[src/rtl/player_feedback_driver.sv]
// Player feedback driver: turns one-cycle game-engine hit/KO pulses into
// per-player LED sequences (flash on hit, blink-then-hold on KO) and a shared
// buzzer tone whose duration depends on the event type.

// One player's LED sequencer: IDLE -> FLASH on a hit, BLINK_ON/BLINK_OFF pairs
// then a latched HOLD on a KO. The LED level and busy flag are registered.
module player_feedback_channel #(
    parameter int CNT_W          = 8,
    parameter int FLASH_CYCLES   = 8,
    parameter int BLINK_HALF     = 4,
    parameter int BLINK_COUNT    = 3,
    parameter bit LED_ACTIVE_LOW = 1'b0
) (
    input  logic clk_game,
    input  logic reset_n,
    input  logic hit,
    input  logic ko,
    output logic led,
    output logic busy
);

    typedef enum logic [2:0] {
        IDLE,
        FLASH,
        BLINK_ON,
        BLINK_OFF,
        HOLD
    } chan_state_t;

    localparam logic LED_ON  = !LED_ACTIVE_LOW;
    localparam logic LED_OFF = LED_ACTIVE_LOW;

    // Counters are loaded with "cycles - 1" so a zero count marks the last
    // cycle of the current phase.
    localparam logic [CNT_W-1:0] FLASH_LAST = CNT_W'(FLASH_CYCLES - 1);
    localparam logic [CNT_W-1:0] HALF_LAST  = CNT_W'(BLINK_HALF - 1);
    localparam logic [CNT_W-1:0] PAIR_LAST  = CNT_W'(BLINK_COUNT - 1);

    chan_state_t      state;
    logic [CNT_W-1:0] phase_cnt;
    logic [CNT_W-1:0] pair_cnt;

    // Sequencer state, phase/pair counters and the registered LED/busy outputs.
    always_ff @(posedge clk_game) begin
        if (!reset_n) begin
            state     <= IDLE;
            phase_cnt <= '0;
            pair_cnt  <= '0;
            led       <= LED_OFF;
            busy      <= 1'b0;
        end else begin
            case (state)
                IDLE, FLASH: begin
                    if (ko) begin
                        state     <= BLINK_ON;
                        phase_cnt <= HALF_LAST;
                        pair_cnt  <= '0;
                        led       <= LED_ON;
                        busy      <= 1'b1;
                    end else if (hit) begin
                        state     <= FLASH;
                        phase_cnt <= FLASH_LAST;
                        led       <= LED_ON;
                        busy      <= 1'b1;
                    end else if (state == FLASH) begin
                        if (phase_cnt == '0) begin
                            state <= IDLE;
                            led   <= LED_OFF;
                            busy  <= 1'b0;
                        end else begin
                            phase_cnt <= phase_cnt - CNT_W'(1);
                        end
                    end
                end
                BLINK_ON: begin
                    if (phase_cnt == '0) begin
                        state     <= BLINK_OFF;
                        phase_cnt <= HALF_LAST;
                        led       <= LED_OFF;
                    end else begin
                        phase_cnt <= phase_cnt - CNT_W'(1);
                    end
                end
                BLINK_OFF: begin
                    if (phase_cnt == '0) begin
                        if (pair_cnt == PAIR_LAST) begin
                            state <= HOLD;
                            led   <= LED_ON;
                            busy  <= 1'b0;
                        end else begin
                            state     <= BLINK_ON;
                            phase_cnt <= HALF_LAST;
                            pair_cnt  <= pair_cnt + CNT_W'(1);
                            led       <= LED_ON;
                        end
                    end else begin
                        phase_cnt <= phase_cnt - CNT_W'(1);
                    end
                end
                HOLD: begin
                    state <= HOLD;
                end
                default: begin
                    state <= IDLE;
                    led   <= LED_OFF;
                    busy  <= 1'b0;
                end
            endcase
        end
    end

endmodule

module player_feedback_driver #(
    parameter int CNT_W        = 8,
    parameter int FLASH_CYCLES = 8,
    parameter int BLINK_HALF   = 4,
    parameter int BLINK_COUNT  = 3,
    parameter int BUZZ_CYCLES  = 16,
    parameter int TONE_HALF    = 2
) (
    input  logic clk_game,
    input  logic reset_n,
    input  logic p1_hit,
    input  logic p2_hit,
    input  logic p1_ko,
    input  logic p2_ko,
    output logic led_p1_n,
    output logic gpio_p2_led,
    output logic gpio_buzzer,
    output logic busy_p1,
    output logic busy_p2
);

    // The KO buzz is four times the hit buzz, so the remaining-time counter
    // needs two extra bits beyond the common counter width.
    localparam int REM_W = CNT_W + 2;
    localparam logic [REM_W-1:0] HIT_LOAD  = REM_W'(BUZZ_CYCLES);
    localparam logic [REM_W-1:0] KO_LOAD   = REM_W'(4 * BUZZ_CYCLES);
    localparam logic [CNT_W-1:0] TONE_LAST = CNT_W'(TONE_HALF - 1);

    logic             any_hit;
    logic             any_ko;
    logic [REM_W-1:0] remaining;
    logic [CNT_W-1:0] tone_cnt;

    assign any_hit = p1_hit | p2_hit;
    assign any_ko  = p1_ko | p2_ko;

    // P1 drives the onboard LED, which is wired active low.
    player_feedback_channel #(
        .CNT_W          (CNT_W),
        .FLASH_CYCLES   (FLASH_CYCLES),
        .BLINK_HALF     (BLINK_HALF),
        .BLINK_COUNT    (BLINK_COUNT),
        .LED_ACTIVE_LOW (1'b1)
    ) u_chan_p1 (
        .clk_game (clk_game),
        .reset_n  (reset_n),
        .hit      (p1_hit),
        .ko       (p1_ko),
        .led      (led_p1_n),
        .busy     (busy_p1)
    );

    // P2 drives an external GPIO LED, active high.
    player_feedback_channel #(
        .CNT_W          (CNT_W),
        .FLASH_CYCLES   (FLASH_CYCLES),
        .BLINK_HALF     (BLINK_HALF),
        .BLINK_COUNT    (BLINK_COUNT),
        .LED_ACTIVE_LOW (1'b0)
    ) u_chan_p2 (
        .clk_game (clk_game),
        .reset_n  (reset_n),
        .hit      (p2_hit),
        .ko       (p2_ko),
        .led      (gpio_p2_led),
        .busy     (busy_p2)
    );

    // Shared buzzer: 'remaining' counts active cycles including the current
    // one; any event reloads it and restarts the tone phase high.
    always_ff @(posedge clk_game) begin
        if (!reset_n) begin
            remaining   <= '0;
            tone_cnt    <= '0;
            gpio_buzzer <= 1'b0;
        end else if (any_ko || any_hit) begin
            remaining   <= any_ko ? KO_LOAD : HIT_LOAD;
            tone_cnt    <= TONE_LAST;
            gpio_buzzer <= 1'b1;
        end else if (remaining > REM_W'(1)) begin
            remaining <= remaining - REM_W'(1);
            if (tone_cnt == '0) begin
                gpio_buzzer <= ~gpio_buzzer;
                tone_cnt    <= TONE_LAST;
            end else begin
                tone_cnt <= tone_cnt - CNT_W'(1);
            end
        end else begin
            remaining   <= '0;
            tone_cnt    <= '0;
            gpio_buzzer <= 1'b0;
        end
    end

endmodule

[config.mk]
export PLATFORM = sky130hd
export DESIGN_NAME = player_feedback_driver
export DESIGN_NICKNAME = d
export VERILOG_FILES = /design/src/rtl/player_feedback_driver.sv
export SDC_FILE = /design/constraint.sdc
export NUM_CORES = 1
export LEC_CHECK = 0
export CORE_MARGIN = 2
export CORE_UTILIZATION = 45
export DETAILED_ROUTE_END_ITERATION = 7
export SYNTH_ARGS = -nofsm -noshare
export SYNTH_HDL_FRONTEND = slang
export SYNTH_SLANG_ARGS = --single-unit
[constraint.sdc]
create_clock -name clk_game -period 2.8 [get_ports clk_game]
set_clock_uncertainty 0.2 [all_clocks]
set_input_delay 0.42 -clock clk_game [delete_from_list [all_inputs] [get_ports clk_game]]
set_output_delay 0.42 -clock clk_game [all_outputs]
set_load 0.02 [all_outputs]
Yosys cells after proc, flatten, opt, wreduce, memory -nomap -nowiden --
Cells that the tools add are included.
Word-level totals: bits in registers 61, bits of input ports 6
Operators by class: add/subtract/negate cells 6, magnitude comparators 1, equality and inequality tests 29, mux-type cells 74, bitwise operators 9, reductions and logical operators 25
Operators by type and width (number):
- $mux W8 | 20
- $pmux W8 S3 | 2
- $mux W3 | 14
- $pmux W8 S2 | 2
- $mux W1 | 27
- $logic_not A8 Y1 | 3
- $pmux W3 S4 | 2
- $reduce_and A4 Y1 | 6
- $sub A8 B1 Y8 const B | 3
- $mux W10 | 2
- $add A8 B1 Y8 const B | 2
- $eq A8 B2 Y1 const B | 2
- $ne A4 B3 Y1 const B | 4
- $eq A3 B2 Y1 const B | 4
- $ne A2 B1 Y1 const B | 6
- $gt A10 B1 Y1 const B | 1
- $reduce_and A5 Y1 | 2
- $sub A10 B1 Y10 const B | 1
- $ne A2 B2 Y1 const B | 4
- $ne A4 B4 Y1 const B | 2
- $pmux W1 S4 | 2
- $reduce_or A2 Y1 | 4
- $mux W7 | 1
- $not A1 Y1 | 7
- 12 further kinds | 21

Logic depth before layout (Yosys ltp) --
depth after elaboration 6, mapped depth 8, mapped depth without buffers 7

Hierarchy --
From an unflattened synthesis, not the netlist that was laid out.
Unflattened totals: cells, all modules 401, area total of the unflattened synthesis 3443.3 um2
By module, submodules not included:
- player_feedback_channel (u_chan_p2) | instances 1, cells an instance 156, area an instance 1290.0 um2
- player_feedback_channel (u_chan_p1) | instances 1, cells an instance 150, area an instance 1268.7 um2
- player_feedback_driver | instances 1, cells an instance 95, area an instance 884.6 um2

Worst setup path after synthesis --
Ideal clock, no wire load.
kind flip-flop to flip-flop, from reg u_chan_p1.pair_cnt[0], to reg u_chan_p1.phase_cnt[4], arrival 1884 ps, required time 2530 ps, setup slack 646 ps, stages on the path, launching flop included 9, path buffers 1, path through dfxtp_1 > inv_1 > ha_1 > nor4b_2 > and4_1 > a221o_1 > buf_4 > or3_1 > a21boi_1
Between the ends: cells in the longest elaborated chain, start to end 3
RTL lines:
- start: declaration | RTL line 41 | logic [CNT_W-1:0] pair_cnt;
- start signal: assignment | RTL line 93 | pair_cnt <= pair_cnt + CNT_W'(1);
- $eq A8 B2 Y1 | RTL line 86 | if (pair_cnt == PAIR_LAST) begin
- $ne A3 B3 Y1 (no source line)
- $reduce_and A4 Y1 (no source line)
- end signal: assignment | RTL line 71 | phase_cnt <= phase_cnt - CNT_W'(1);
- end signal: assignment | RTL line 81 | phase_cnt <= phase_cnt - CNT_W'(1);
- end signal: assignment | RTL line 97 | phase_cnt <= phase_cnt - CNT_W'(1);
- end: declaration | RTL line 40 | logic [CNT_W-1:0] phase_cnt;
No other way between the ends. A chain may end at the register's enable or synchronous reset.

Worst setup path after layout --
from reg u_chan_p2.phase_cnt[0], to reg u_chan_p2.pair_cnt[7]
Between the ends: cells in the longest elaborated chain, start to end 3
RTL lines:
- start: declaration | RTL line 40
- start signal: assignment | RTL line 71
- start signal: assignment | RTL line 81
- start signal: assignment | RTL line 97
- $logic_not A8 Y1 | RTL line 85 | if (phase_cnt == '0) begin
- $ne A2 B1 Y1 (no source line)
- $reduce_and A4 Y1 (no source line)
- end signal: assignment | RTL line 93
- end: declaration | RTL line 41
No other way between the ends.

==> impl.org <==
** Clock network
- Source-to-sink clock delay at the later pin of the worst-skew pair :: 340 ps
- Once the clock tree was built, the resizer swapped 0 gates to a different size.
- Counting the buffers created by CTS gives 9.
- Maximum buffer depth of the clock tree :: 2
- CTS saw 61 sinks.
- CTS root buf :: sky130_fd_sc_hd__clkbuf_8
- H-Tree Depth :: 3
- Buffers inserted by post-CTS timing repair :: 0
- In this run, post-CTS hold repair placed 0 buffers.
- TritonCTS built the clock tree.
- After clock tree synthesis, the clock-pin slew on the worst setup and hold paths is 70 ps.

** GRT
- Pin count of the biggest net entering global routing :: 17
- The initial antenna violation count was 0.
- Via count of the first global-routing pass :: 2505
- Wire length of the first global-routing pass :: 11500 µm
- For this run, the total global-route usage over all layers was measured as 18.8%.
- Final global-route overflow total :: 0

** Synthesis
- Net count after synthesis :: 395
- Number of synthesized register bits :: 61
- For this run, the leading register cell type out of synthesis is sky130_fd_sc_hd__dfxtp_1.
- Summing every instance area after synthesis gives 0.00324 mm².
- Summing the sequential cell areas from Yosys gives 37.7% of the chip area.
- Most frequent cells after synthesis :: sky130_fd_sc_hd__dfxtp_1 (61), sky130_fd_sc_hd__nor2_1 (45), sky130_fd_sc_hd__a21oi_1 (31)
- Number of synthesized flops with an enable pin :: 0
- Summed over its instances, the top area cell type makes up 37.7% of the synthesized netlist area.
- The average instance in the mapped netlist occupies 8.57 µm².
- Library cell with the highest instance count after synthesis :: sky130_fd_sc_hd__dfxtp_1
- The largest total area in the synthesized netlist belongs to sky130_fd_sc_hd__dfxtp_1.
- Post-synthesis instance total :: 378
- Of all flip-flops after synthesis, the portion carrying an async set or reset was 0%.
- Sorting the synthesized cells by area gives the leading types as sky130_fd_sc_hd__dfxtp_1 (38%), sky130_fd_sc_hd__nor2_1 (5.2%), sky130_fd_sc_hd__a21oi_1 (4.8%), sky130_fd_sc_hd__xor2_1 (4.3%), sky130_fd_sc_hd__ha_1 (4.2%).
- Yosys mapped the design onto 62 distinct sky130hd cell types.
- Warnings from Yosys :: 0

** STA
- Min Hold Slack :: 274 ps
- The number of failing hold endpoints at the final stage is 0.
- Setup violations remaining at the end of the flow were counted as 0.
- The count of final max-slew check failures came to 0.
- Based on the critical path, the design can be clocked at up to 426 MHz.
- Measured slew at the worst slew-check pin :: 652 ps
- After routing, the total negative slack on setup checks comes to 0 ps.
- Setup repair after global routing left no endpoint under its margin.
- Measured against its own limit, the worst slew margin works out to 56.1%.
- Shortest clock period the worst path allows after layout :: 2350 ps
- Period utilisation layout :: 83.8%

** Worst setup path
- Data on the critical path is required at its endpoint by 2830 ps.
- STA classifies the critical path endpoint as a flop.
- Critical path fanouts, max :: 9
- Sort of element at the start of the critical path :: flop
- STA puts the critical path data arrival time at 2380 ps.
- The critical path in this run is classified as reg -> reg.
- Cells traversed along the worst timing path :: inv_1, ha_1, or3b_2, a2111oi_4, o2111ai_1, xor2_1, nor2_1
- Largest stage delay, worst path :: 530 ps
- Critical-path top delay cell :: sky130_fd_sc_hd__a2111oi_4

** Route
- Summing over every cut layer, the via total after detailed routing is 2746.
- Vias/cell :: 5.54
- Residual DRC count :: 0
- Average wire per standard cell :: 13.5 µm
- Detailed Route Iter0 Violations :: 141
- Before antenna repair, the detailed router went through 5 iterations.
- Summed over all layers, the routed wires come to 6680 µm.
- In this run the remaining antenna-violating nets after routing total 0.

** Place
- Placed cells :: 480
- Summed over all nets, the half-perimeter wirelength after detailed placement is 4750 µm.
- Routability congestion estimate :: 0.826
- Port-buffer cells :: 10

** Floorplan
- Initial core utilization :: 47.2%
- Core Box Area :: 0.00687 mm²
- Number of placement rows :: 30
- 11 I/O pins were placed.
- Die Span X :: 88.9 µm
- From bottom edge to top edge, the die measures 88.9 µm.
- Die area :: 0.00790 mm²

** Power
- Final Total Pwr :: 2200 µW
- Dividing total power by cell area gives a power density of 598 mW/mm².
- Leakage Power :: 0.00142 µW
- Peak supply drop :: 0.355 mV

** Outcome
- Result of the run :: complete, no violations

** Run
- Across the run, the number of max-cap violations was 0.

** Final layout
- Utilization after layout :: 53.7%
- The number of antenna diodes in the final layout is 0.
- For this run, the number of standard cells in the final layout without fillers is 496.
- The post-route netlist has 10.5% of its cells at a drive strength greater than 1.
- Relative to the synthesized area, the layout overhead comes to 13.8%.
- The final layout contains 412 nets.

** Min path
- The path class of the tightest hold or removal check is reg -> reg.
routing by layer:
| layer | share of wire, % | GRT usage (%) | vias up |
|---|---|---|---|
| met1 | 51 | 24.5 | 1273 |
| met5 | 0 | 0 | - |
| met4 | 0.91 | 7.99 | 0 |
| met2 | 45 | 28.6 | 43 |
| met3 | 3.3 | 5.78 | 9 |
| li1 | - | - | 1421 |
through the flow:
step | setup WS [ps] | cell area (µm²)
after floorplan | 646 | 3240
after global placement | 447 | 3460
after detailed placement | 380 | 3460
after CTS | 423 | 3690
after global routing | 248 | 3690
final | 452 | 3690
final cells by class:
| cell class | count | area [µm²] |
|---|---|---|
| clock inverters | 6 | 86.3 |
| repair buffers | 18 | 160 |
| clock buffers | 10 | 138 |
| multi-input cells | 289 | 1900 |
| fillers | 640 | 3180 |
| inverters | 16 | 60.1 |
| well taps | 96 | 120 |
| flip-flops and latches | 61 | 1220 |
report_power, final:
group | switching, µW | total, µW | internal (µW)
Combinational | 207 | 367 | 161
Sequential | 46.5 | 953 | 907
Clock | 361 | 884 | 523
Total | 614 | 2200 | 1590
flip-flops by register name (all words and copies together) (netlist names), 3 cells and up:
signal / flops
remaining: 10
u_chan_p1.pair_cnt: 8
u_chan_p2.state: 3
u_chan_p2.pair_cnt: 8
u_chan_p2.phase_cnt: 8
u_chan_p1.state: 3
u_chan_p1.phase_cnt: 8
tone_cnt: 8
placed cells by master (no fill, tap or decap), types with 11 or more instances in the layout:
| master | synthesis | layout |
|---|---|---|
| sky130_fd_sc_hd__nor3_1 | 13 | 13 |
| sky130_fd_sc_hd__or3_1 | 15 | 15 |
| sky130_fd_sc_hd__o21ai_0 | 17 | 17 |
| sky130_fd_sc_hd__dfxtp_1 | 61 | 61 |
| sky130_fd_sc_hd__xor2_1 | 16 | 16 |
| sky130_fd_sc_hd__nand2_1 | 21 | 21 |
| sky130_fd_sc_hd__inv_1 | 16 | 16 |
| sky130_fd_sc_hd__nor2_1 | 45 | 45 |
| sky130_fd_sc_hd__a21oi_1 | 31 | 31 |
| sky130_fd_sc_hd__ha_1 | 11 | 11 |
critical path, delay by kind of cell, from the launching register on:
| kind | cells | cell delay, ps |
|---|---|---|
| xor gates and xnor gates | 1 | 160 |
| adders and majority gates | 1 | 190 |
| AOI/OAI and AO/OA | 2 | 720 |
| and+or+nand+nor | 2 | 530 |
| DFF | 1 | 310 |
| buffers and inverters | 1 | 110 |
worst paths after layout:
| check | startpoint | to | slack [ps] | cells after the start |
|---|---|---|---|---|
| max | u_chan_p2.phase_cnt[0]$_SDFFE_PN0P_ | u_chan_p2.pair_cnt[7]$_SDFFE_PN0P_ | 450 | 7 |
| min | remaining[0]$_SDFF_PP0_ | remaining[0]$_SDFF_PP0_ | 270 | 1 |
| max reg2reg | u_chan_p2.phase_cnt[0]$_SDFFE_PN0P_ | u_chan_p2.pair_cnt[7]$_SDFFE_PN0P_ | 450 | 7 |
| min reg2reg | remaining[0]$_SDFF_PP0_ | remaining[0]$_SDFF_PP0_ | 270 | 1 |
logic make-up (layout without fill, tap and decap cells):
kind of cell               Yosys count  count (layout)  synth area share, %
buffers and inverters               28              50                 3.59
adders and majority gates           11              11                 4.25
muxes                                4               4                 1.27
AOI/OAI and AO/OA                   97              97                 20.7
and+or+nand+nor                    153             153                 26.0
xor gates and xnor gates            24              24                 6.49
DFF                                 61              61                 37.7
(Power assumes the default switching activity.)
==> RTL change 1: new RTL, config.mk and constraints unchanged <==
Add an input register stage for `p1_hit`, `p2_hit`, `p1_ko` and `p2_ko`, without a reset; this delays them by one clock.
--- a/src/rtl/player_feedback_driver.sv
+++ b/src/rtl/player_feedback_driver.sv
@@ -141,2 +141,14 @@
 
+    logic p1_hit_q;
+    logic p2_hit_q;
+    logic p1_ko_q;
+    logic p2_ko_q;
+
+    always_ff @(posedge clk_game) begin
+        p1_hit_q <= p1_hit;
+        p2_hit_q <= p2_hit;
+        p1_ko_q  <= p1_ko;
+        p2_ko_q  <= p2_ko;
+    end
+
     logic             any_hit;
@@ -146,4 +158,4 @@
 
-    assign any_hit = p1_hit | p2_hit;
-    assign any_ko  = p1_ko | p2_ko;
+    assign any_hit = p1_hit_q | p2_hit_q;
+    assign any_ko  = p1_ko_q | p2_ko_q;
 
@@ -159,4 +171,4 @@
         .reset_n  (reset_n),
-        .hit      (p1_hit),
-        .ko       (p1_ko),
+        .hit      (p1_hit_q),
+        .ko       (p1_ko_q),
         .led      (led_p1_n),
@@ -175,4 +187,4 @@
         .reset_n  (reset_n),
-        .hit      (p2_hit),
-        .ko       (p2_ko),
+        .hit      (p2_hit_q),
+        .ko       (p2_ko_q),
         .led      (gpio_p2_led),
Check against the original RTL: not equivalent (Yosys sat finds a counterexample within 4 cycles, from zero or initial values and one cycle with reset_n low).
==> RTL change 1 against the original RTL <==
Wire length up 7.9%. Synthesized area grew 5.4%. Design area grew 3.6%. Worst hold slack better by 0.0052 ns. Via count is 9.7% higher. Non-clock buffer count decreased by 2. Worst setup slack lost 0.14 ns. Core utilization decreased by 1.3 points. Global-route usage shrank 0.16 points. Sequential cell count grew 4. Largest cell class unchanged. Sequential share of layout area rose by 0.95 points. Power is 16% higher.
==> RTL change 1: results (changes against the original RTL) <==
| Metric | Value |
|---|---|
| Hold Path Sink | tone_cnt[3] |
| Non-clock buffer area fraction after layout | 0.03798 (-0.005436) |
| Setup slack, reg-to-reg | 0.32 ns (-0.14 ns) |
| FF-to-FF path depth | 6 (-1) |
| Outcome | completed |
| Share of cells above drive strength 1 | 0.09954 (-0.005463) |
| R2r startpoint | u_chan_p2.pair_cnt[1] |
| Vias in the first global route | 2841 (+13%) |
| CP delay by family, top | simple AND/OR/NAND/NOR gates |
| Fraction of area in multi-input gates | 0.5088 (-0.007104) |
| Filler cells | 740 (+16%) |
| M2 GR Usage | 0.2951 (+0.009444) |
| Synth Area per Inst | 8.208 sq um (-4.3%) |
| Met3 wire len | 318 um (+43%) |
| Clock Sink Count | 65 (+6.6%) |
| ClkCell Share | 0.06352 (+0.002804) |
| Area of the multi-input gates | 0.001944 sq mm (+2.2%) |
| Max rail drop VDD | 0.3342 mV (-5.8%) |
| Area after DPL | 0.003578 sq mm (+3.3%) |
| Tightest hold margin | 0.2796 ns (+0.005179 ns) |
| Met3 Resource Use GR | 0.06058 (+0.002745) |
| Reg area | 0.001301 sq mm (+6.6%) |
| Gr usage total | 0.1859 (-0.001612) |
| DRT met1 WL | 3446 um (+1.3%) |
| Hold wc startpoint | tone_cnt[3] |
| Hpwl dp | 5077 um (+6.8%) |
| Vias per cell | 5.674 (+2.5%) |
| CP peak stage delay | 0.64 ns (+0.11 ns) |
| Initial DRC count | 128 (-9.2%) |
| Routability Congestion | 0.8322 (+0.73%) |
| DP Worst Slack | 0.3408 ns (-0.03908 ns) |
| Worst-margin pin slew | 0.7518 ns (+0.09969 ns) |
| WL met2 | 3319 um (+11%) |
| First-pass GRT wire length | 12710 um (+11%) |
| Placed cell count | 515 (+7.3%) |
| Leak | 1.460 nW (+2.9%) |
| Crit-path max FO | 10 (+1) |
| CP max-delay cell | or4b_2 |
-- RTL change 1: cell count changes after synthesis, sizes merged, moves of 5 or more --
cell and change:
o21a -5, nand2 +11, xor2 -10, o21ai +12
-- RTL change 1: power groups by stage --
| stage | Clock, mW | Combinational (mW) | Sequential (mW) |
|---|---|---|---|
| CTS | 0.996 | 0.522 | 1.05 |
| floorplan | 0 | 0.402 | 1.06 |
| global route | 1.04 | 0.586 | 1.07 |
| detailed placement | 0 | 0.519 | 1.07 |
| finish | 0.974 | 0.524 | 1.05 |
| global placement | 0 | 0.519 | 1.07 |
-- RTL change 1: logic make-up (layout without fill, tap and decap cells) --
| family | Yosys count | after routing | share of synthesized area |
|---|---|---|---|
| buffers and inverters | 33 | 49 | 0.04947 |
| AO/OA/AOI/OAI | 114 | 114 | 0.2180 |
| flip-flops | 65 | 65 | 0.3811 |
| XOR/XNOR | 14 | 14 | 0.03591 |
| AND/OR/NAND/NOR | 178 | 178 | 0.2723 |
| multiplexers | 1 | 1 | 0.002932 |
| adder cells (fa/ha/maj) | 11 | 11 | 0.04031 |
-- RTL change 1: worst max path at each step --
stage                                        end                  start  slack (ns)
after floorplan            u_chan_p1.pair_cnt[1]  u_chan_p1.pair_cnt[0]        0.60
after global placement               tone_cnt[3]                reset_n        0.36
after detailed placement  u_chan_p2.phase_cnt[0]  u_chan_p2.pair_cnt[1]        0.34
after CTS                 u_chan_p2.phase_cnt[0]  u_chan_p2.pair_cnt[1]        0.33
after global routing      u_chan_p2.phase_cnt[0]  u_chan_p2.pair_cnt[1]        0.12
final                     u_chan_p2.phase_cnt[0]  u_chan_p2.pair_cnt[1]        0.32
==> RTL change 2: new RTL, config.mk and constraints unchanged <==
Made on the original files. `FLASH_CYCLES` is set to 8 in 2 places; all go to 6.
--- a/src/rtl/player_feedback_driver.sv
+++ b/src/rtl/player_feedback_driver.sv
@@ -8,3 +8,3 @@
     parameter int CNT_W          = 8,
-    parameter int FLASH_CYCLES   = 8,
+    parameter int FLASH_CYCLES   = 6,
     parameter int BLINK_HALF     = 4,
@@ -115,3 +115,3 @@
     parameter int CNT_W        = 8,
-    parameter int FLASH_CYCLES = 8,
+    parameter int FLASH_CYCLES = 6,
     parameter int BLINK_HALF   = 4,
Formal check against the unedited RTL: not equivalent (a bounded check fails within 10 cycles, from zero or initial values and one cycle with reset_n low).
==> RTL change 2 against the original RTL <==
Wire length grew 9.8%. Worst setup slack lost 0.12 ns. Worst hold slack lost 0.0024 ns. Sequential cell count is the same. Non-clock buffer count grew 8. Synthesized cell count grew 10%. Synthesized area grew 4.5%. Design area grew 5.7%.
Power is not compared: it rests on default switching activity, and its combinational part moved more than twofold at a synthesized area within 25%.
==> RTL change 2: results (changes against the original RTL) <==
| Metric | Value |
|---|---|
| Area after DPL | 0.003652 sq mm (+5.4%) |
| Post-Synth Adder-Cell Area | 0.04064 (-0.001836) |
| Outcome | completed |
| Placed cell count | 522 (+8.8%) |
| Gr usage total | 0.1838 (-0.003766) |
| Clock Tree Buf Depth | 2 (unchanged) |
| Crit-path max FO | 14 (+5) |
| Switch share | 0.3385 |
| Initial DRC count | 109 (-23%) |
| Synth top area cells | dfxtp_1, nor2_1, a21oi_1 |
| First-pass GRT wire length | 12560 um (+9.4%) |
| CTS Buf Count | 9 (unchanged) |
| Relative slew slack | 0.4129 (-0.1483) |
| Nets | 451 (+9.5%) |
| Xor/xnor share of the synthesized area | 0.04655 (-0.01832) |
| CP max-delay cell | o21ai_1 |
| Clock Latency Late Sink | 0.34 ns (about the same) |
| Routed len/inst | 13.63 um (+1.3%) |
| Met3 wire len | 196 um (-12%) |
| DP Worst Slack | 0.2876 ns (-0.09222 ns) |
| Sequential element share of the synthesized area | 0.3605 (-0.01629) |
| Most frequent cells after synthesis | dfxtp_1, nor2_1, a21oi_1 |
| WL met2 | 3440 um (+15%) |
| Post-synthesis mux area share | 0.01182 (-0.0009201) |
| Vias in the first global route | 2765 (+10%) |
| Met3 Resource Use GR | 0.05008 (-0.007752) |
| CP peak stage delay | 0.71 ns (+0.18 ns) |
| Synthesized Nets | 433 (+9.6%) |
| Compound-Gate Fraction of Synth Area | 0.2080 (+0.001030) |
| Routability Congestion | 0.8564 (+3.7%) |
| Largest net degree at the start of global routing | 18 (+1) |
| Vias per cell | 5.586 (+0.89%) |
| Layout Cells excl Fill | 538 (+8.5%) |
| Max FFs per register | 10 (unchanged) |
| CTS resizes | 0 (unchanged) |
| Share of cells above drive strength 1 | 0.1162 (+0.01117) |
| DRT met1 WL | 3609 um (+6.1%) |
| Hpwl dp | 5255 um (+11%) |
| M2 GR Usage | 0.3035 (+0.01787) |
## RTL change 2: cell count changes in the layout (fill, tap and decap cells not counted), sizes merged, moves of 5 or more
cell and change:
nand2 +9, buf +8, xor2 -8, nand3b +6, nor4 +6, or4 +6
a21oi +5, o2111ai -5
## RTL change 2: tightest hold or removal path: stages, from the launching register on
cell and delay, ns:
dfxtp_1 0.32, nand2_1 0.06, a21oi_1 0.05
## RTL change 2: logic make-up after synthesis
logic type / count (synthesis)
muxes: 4
AOI/OAI and AO/OA: 109
buffers and inverters: 38
xor gates and xnor gates: 18
and+or+nand+nor: 175
adders and majority gates: 11
DFF: 61
## RTL change 2: final timing paths
path                                        startpoint                endpoint  slack (ns)  cells after the start
worst max-delay path            u_chan_p1.phase_cnt[0]  u_chan_p1.phase_cnt[0]        0.33                      8
worst min-delay path            u_chan_p2.phase_cnt[1]  u_chan_p2.phase_cnt[1]        0.27                      2
worst max register to register  u_chan_p1.phase_cnt[0]  u_chan_p1.phase_cnt[0]        0.33                      8
worst min register to register  u_chan_p2.phase_cnt[1]  u_chan_p2.phase_cnt[1]        0.27                      2
## RTL change 2: area by class of cell
class	count	area (sq um)
clock buffers	9	123.9
repair buffers	26	220.2
fillers	721	3353
clock inverters	7	123.9
well taps	99	123.9
multi-input cells	317	2016
flip-flops and latches	61	1221
inverters	19	71.32
## RTL change 2: power groups by stage
| stage | registers (mW) | clock network [mW] | logic (mW) |
|---|---|---|---|
| finish | 1.08 | 0.972 | 0.937 |
| global route | 1.10 | 1.03 | 1.05 |
| CTS | 1.08 | 0.995 | 0.936 |
| detailed placement | 1.10 | 0 | 0.932 |
| global placement | 1.10 | 0 | 0.925 |
| floorplan | 1.06 | 0 | 0.736 |
